<file path="config.mk">
export PLATFORM = sky130hd
export DESIGN_NAME = uart_tx_arbiter
export DESIGN_NICKNAME = d
export VERILOG_FILES = /design/src/rtl/uart_tx_arbiter.sv
export SDC_FILE = /design/constraint.sdc
export NUM_CORES = 1
export LEC_CHECK = 0
export ABC_AREA = 1
export CAP_MARGIN = 20
export CORE_UTILIZATION = 30
export CTS_CLUSTER_DIAMETER = 40
export DETAILED_ROUTE_END_ITERATION = 8
export PLACE_DENSITY = 0.57
export SYNTH_ARGS = -nofsm -noshare
export SYNTH_HDL_FRONTEND = slang
export SYNTH_SLANG_ARGS = --single-unit
</file>
<file path="constraint.sdc">
create_clock -name clk -period 1.25 [get_ports clk]
set_input_delay 0.375 -clock clk [delete_from_list [all_inputs] [get_ports clk]]
set_output_delay 0.375 -clock clk [all_outputs]
set_load 0.01 [all_outputs]
</file>
<file path="src/rtl/uart_tx_arbiter.sv">
// uart_tx_arbiter: round-robin arbiter that locks one of two byte streams onto a UART transmitter per message
module uart_tx_arbiter #(
  parameter int ACK_HOLD = 16,
  parameter int DATA_W = 8
) (
  input  logic              clk,
  input  logic              rst_n,
  input  logic              i_a_valid,
  input  logic [DATA_W-1:0] i_a_data,
  input  logic              i_a_last,
  output logic              o_a_ready,
  output logic              o_a_done,
  input  logic              i_b_valid,
  input  logic [DATA_W-1:0] i_b_data,
  input  logic              i_b_last,
  output logic              o_b_ready,
  output logic              o_b_done,
  output logic [DATA_W-1:0] o_tx_data,
  output logic              o_tx_start,
  input  logic              i_tx_busy,
  output logic [1:0]        o_grant
);
  localparam int CW = ACK_HOLD > 1 ? $clog2(ACK_HOLD) : 1;
  localparam logic [CW-1:0] HOLD_MAX = CW'(ACK_HOLD - 1);
  typedef enum logic [1:0] {IDLE, FETCH, START, WAIT_DONE} state_t;
  state_t r_state, w_next;
  logic [1:0] r_grant, r_done, w_pick;
  logic r_last_b, r_last, w_fire, w_finish, w_hold_done, w_sel_last;
  logic [DATA_W-1:0] r_data, w_sel_data;
  logic [CW-1:0] r_cnt;
  // A wins a tie unless A was served last
  assign w_pick = (i_a_valid && (!i_b_valid || r_last_b)) ? 2'b01 : 2'b10;
  assign w_sel_data = r_grant[1] ? i_b_data : i_a_data;
  assign w_sel_last = r_grant[1] ? i_b_last : i_a_last;
  assign w_fire = r_state == FETCH && (r_grant[1] ? i_b_valid : i_a_valid);
  assign w_hold_done = r_cnt == HOLD_MAX;
  assign w_finish = r_state == WAIT_DONE && !i_tx_busy && r_last;
  always_comb begin
    w_next = r_state;
    case (r_state)
      IDLE:      w_next = (i_a_valid || i_b_valid) ? FETCH : IDLE;
      FETCH:     w_next = w_fire ? START : FETCH;
      START:     w_next = (w_hold_done && i_tx_busy) ? WAIT_DONE : START;
      WAIT_DONE: w_next = i_tx_busy ? WAIT_DONE : (r_last ? IDLE : FETCH);
      default:   w_next = IDLE;
    endcase
  end
  always_ff @(posedge clk or negedge rst_n) begin
    if (!rst_n) r_state <= IDLE;
    else r_state <= w_next;
  end
  always_ff @(posedge clk or negedge rst_n) begin
    if (!rst_n) begin
      r_grant <= 2'b00;
      r_done <= 2'b00;
      r_last_b <= 1'b1;
      r_last <= 1'b0;
      r_data <= '0;
      r_cnt <= '0;
    end else begin
      // done is registered so it coincides with grant returning to 00
      r_done <= w_finish ? r_grant : 2'b00;
      if (r_state == IDLE && w_next == FETCH) r_grant <= w_pick;
      else if (w_finish) begin
        r_grant <= 2'b00;
        r_last_b <= r_grant[1];
      end
      if (w_fire) begin
        r_data <= w_sel_data;
        r_last <= w_sel_last;
        r_cnt <= '0;
      end else if (r_state == START && !w_hold_done) r_cnt <= r_cnt + 1'b1;
    end
  end
  assign o_grant = r_grant;
  assign o_a_ready = r_state == FETCH && r_grant[0];
  assign o_b_ready = r_state == FETCH && r_grant[1];
  assign o_a_done = r_done[0];
  assign o_b_done = r_done[1];
  assign o_tx_start = r_state == START;
  assign o_tx_data = r_data;
endmodule

</file>
==> impl_metrics.csv <==
group,metric,value,unit
pwr,pwr-share-comb,64.6,%
drt,wl_per_cell,13.9,um
drt,drc,0,
logic_synthesis,ys_warn_count,0,
place,io_buffers,37,
timing,maxSlewViolCount,0,
drt,detail_route.vias_per_cell,4.69,
status,status,"finished with violations",
cts,worst_skew_pair.late_latency,0.30,ns
die,die_x,60.8,um
worst_setup_path,path_cells,"buf_6, nor2_4, inv_2, nor2_2, buf_2",
final_layout,layout_commonest_cell,"clkdlybuf4s50_1",
pwr,p_leak,0.000856,uW
cts,cts_buffer_depth,2,
final_layout,fin_nets,208,
global_routing,grt_pass1_vias,1016,
cts,ctsHtreeMaxLevel,1,
die,io_pins,38,
global_routing,grt_pass1_wl,4660,um
place,dp_cells,210,
global_routing,grt_busiest_layer,"met2",
worst_setup_path,critical_path_class,"flop to output pin",
final_layout,num_antenna_cells,0,
logic_synthesis,netlist_instances,121,
logic_synthesis,syn_area_per_cell,8.57,um^2
timing,setup_slack,-0.364,ns
place,finalWeightedCongestion,0.753,
drt,drt-initial-drc-count,49,
worst_setup_path,crit_fanout,2,
timing,fin_crit,1.61,ns
worst_setup_path,worst_path_max_delay_cell,"dfrtp_2",
global_routing,met2_usage,30.0,%
timing,skew,0.000943,ns
worst_setup_path,critical-path-max-stage-delay,0.43,ns
drt,dr.pass1.iters,4,
cts,ctsHoldBuffers,0,
min_path,hold_class,"input pin to async pin",
pwr,p_sw_share,43.8,%
status,violations,"setup timing",
cts,clkTransAtPathRegs,0.12,ns
pwr,sequentialPowerShare,26.4,%
pwr,pwr-share-clk,9.0,%
logic_synthesis,synth_fp_nets,145,
global_routing,grt_max_degree,21,
timing,hold_violations,0,
cts,cts_root_buf,"clkbuf_4",
logic_synthesis,synth_area,1040,um^2
worst_setup_path,cp_data_required_time,0.88,ns
drt,finalWirelength,3150,um
die,rows,20,
global_routing,met3_usage,2.99,%
worst_setup_path,reg2reg_slack,-0.11,ns
final_layout,drive_gt1_share,51.9,%
pwr,powerDensity,2370,nW/um^2
global_routing,grt_overflow,0,
final_layout,most-common-layout-cells,"clkdlybuf4s50_1 (22), dfrtp_1 (18), nand2_1 (17)",
cts,numCtsBuffers,3,
cts,tritoncts,"done",
die,coreArea,3180,um^2
timing,setup_violations,13,
logic_synthesis,ys_types,24,
timing,final.period_utilization,129,%
die,dieArea,3700,um^2
worst_setup_path,worstPathArrival,1.24,ns
pwr,ir_drop,0.000840,V
drt,ant_nets,0,
pwr,p_int,2450,uW
die,start_util,32.6,%
worst_setup_path,cp-start-kind,"flop",
worst_setup_path,rr_worst_depth,8,
worst_setup_path,regToRegEndpoint,"o_grant[1]",
pwr,p_switching,1900,uW
timing,rsz0062_at_grt,"true",
place,dpl.hpwl,1780,um
die,die_height,60.8,um
timing,tightest_slew,0.314,ns
global_routing,antenna_found_initial,0,
global_routing,grt_usage,17.5,%
final_layout,final-instance-count-excl-fill,227,
timing,slew_headroom,78.9,%
cts,clock_sinks,20,
logic_synthesis,yosysSeqAreaShare,48.4,%
worst_setup_path,setup.worst_path.end_class,"output pin",
place,pre_cts_slack,-0.376,ns
final_layout,areaGrowthSynthToFinish,76.7,%
place,placed_area,1540,um^2
drt,vias,1065,
logic_synthesis,ys_seq_elements,20,
timing,max_freq,620,MHz
global_routing,grt_use_met1,21.1,%
final_layout,final_area,1830,um^2
worst_setup_path,timing.rr.start,"r_state[1]",
job,max_cap_viol_count,0,
-- power by group through the flow --
| stage | logic (uW) | registers [uW] | clock network [uW] |
|---|---|---|---|
| 2_1_floorplan | 980 | 1220 | 0 |
| 3_3_place_gp | 1880 | 1150 | 0 |
| 3_5_place_dp | 1910 | 1160 | 0 |
| 4_1_cts | 2260 | 1120 | 411 |
| 5_1_grt | 3060 | 1180 | 436 |
| 6_report | 2810 | 1150 | 391 |
-- per-stage QoR --
stage	setup TNS (ns)	utilization, %	power (uW)	hold WS (ns)
floorplan	0	-	2200	0.0794
global route	-2.45	57.7	4670	0.382
CTS	-1.09	51.8	3780	0.380
detailed placement	-6.61	48.3	3070	0.469
finish	-1.62	57.7	4350	0.391
global placement	-6.28	48.3	3030	0.465
-- sequential cells by signal, indices dropped and copies added, names as in the netlist --
name	flops
o_grant	2
o_tx_data	8
r_cnt	4
r_done	2
r_last	1
r_last_b	1
r_state	2
-- routing by layer --
layer	vias up	routed length [um]
met3	4	143
li1	529	-
met5	-	0
met1	505	1230
met2	27	1740
met4	0	38
-- final cells by class --
cell class | count | area (um^2)
Fill cell | 298 | 1350
Multi-Input combinational cell | 89 | 659
Timing Repair Buffer | 59 | 526
Sequential cell | 20 | 503
Tap cell | 44 | 55.1
Inverter | 11 | 53.8
Clock buffer | 4 | 36.3
-- logic make-up (layout without fill, tap and decap cells) --
| group | after synthesis | after routing | share of synthesized area [%] |
|---|---|---|---|
| DFF | 20 | 20 | 48.4 |
| buffers and inverters | 15 | 74 | 7.00 |
| and+or+nand+nor | 59 | 62 | 28.0 |
| AOI/OAI and AO/OA | 25 | 25 | 14.6 |
| adders and majority gates | 1 | 1 | 1.21 |
| xor gates and xnor gates | 1 | 1 | 0.845 |
-- worst max-delay path by stage --
stage,end,slack (ns),depth (start not counted),start
after floorplan,o_b_ready,0.04,3,o_grant[1]
after global placement,o_b_ready,-0.35,4,r_state[1]
after detailed placement,o_a_ready,-0.38,4,r_state[1]
after CTS,o_a_ready,-0.35,5,r_state[1]
after global routing,o_b_ready,-0.41,5,r_state[1]
final,o_b_ready,-0.36,5,r_state[1]
-- cell usage after synthesis, drive strengths merged --
cell type | n | share of area, %
a21boi | 1 | 0.72
buf | 2 | 2.2
clkbuf | 2 | 0.72
clkinv | 1 | 0.48
dfrtp | 19 | 46
dfstp | 1 | 2.5
ha | 1 | 1.2
inv | 10 | 3.6
nand2 | 27 | 11
nand3 | 11 | 5.8
nand4 | 2 | 1.2
nor2 | 10 | 4.8
o211ai | 2 | 1.4
o21ai | 22 | 12
or2 | 9 | 5.4
xor2 | 1 | 0.84
-- critical path: cells and delay by family, from the launching register on --
| family | cells | cell delay (ns) |
|---|---|---|
| buffers and inverters | 3 | 0.31 |
| flip-flops | 1 | 0.43 |
| AND/OR/NAND/NOR | 2 | 0.18 |
-- what timing repair did --
action	4_1_cts	5_1_grt
gates cloned	1	2
endpoints found under the setup margin	31	30
pin swaps	6	10
buffers inserted	7	6
resized for setup	86	40
No activity file was read; power rests on OpenSTA's default activity.
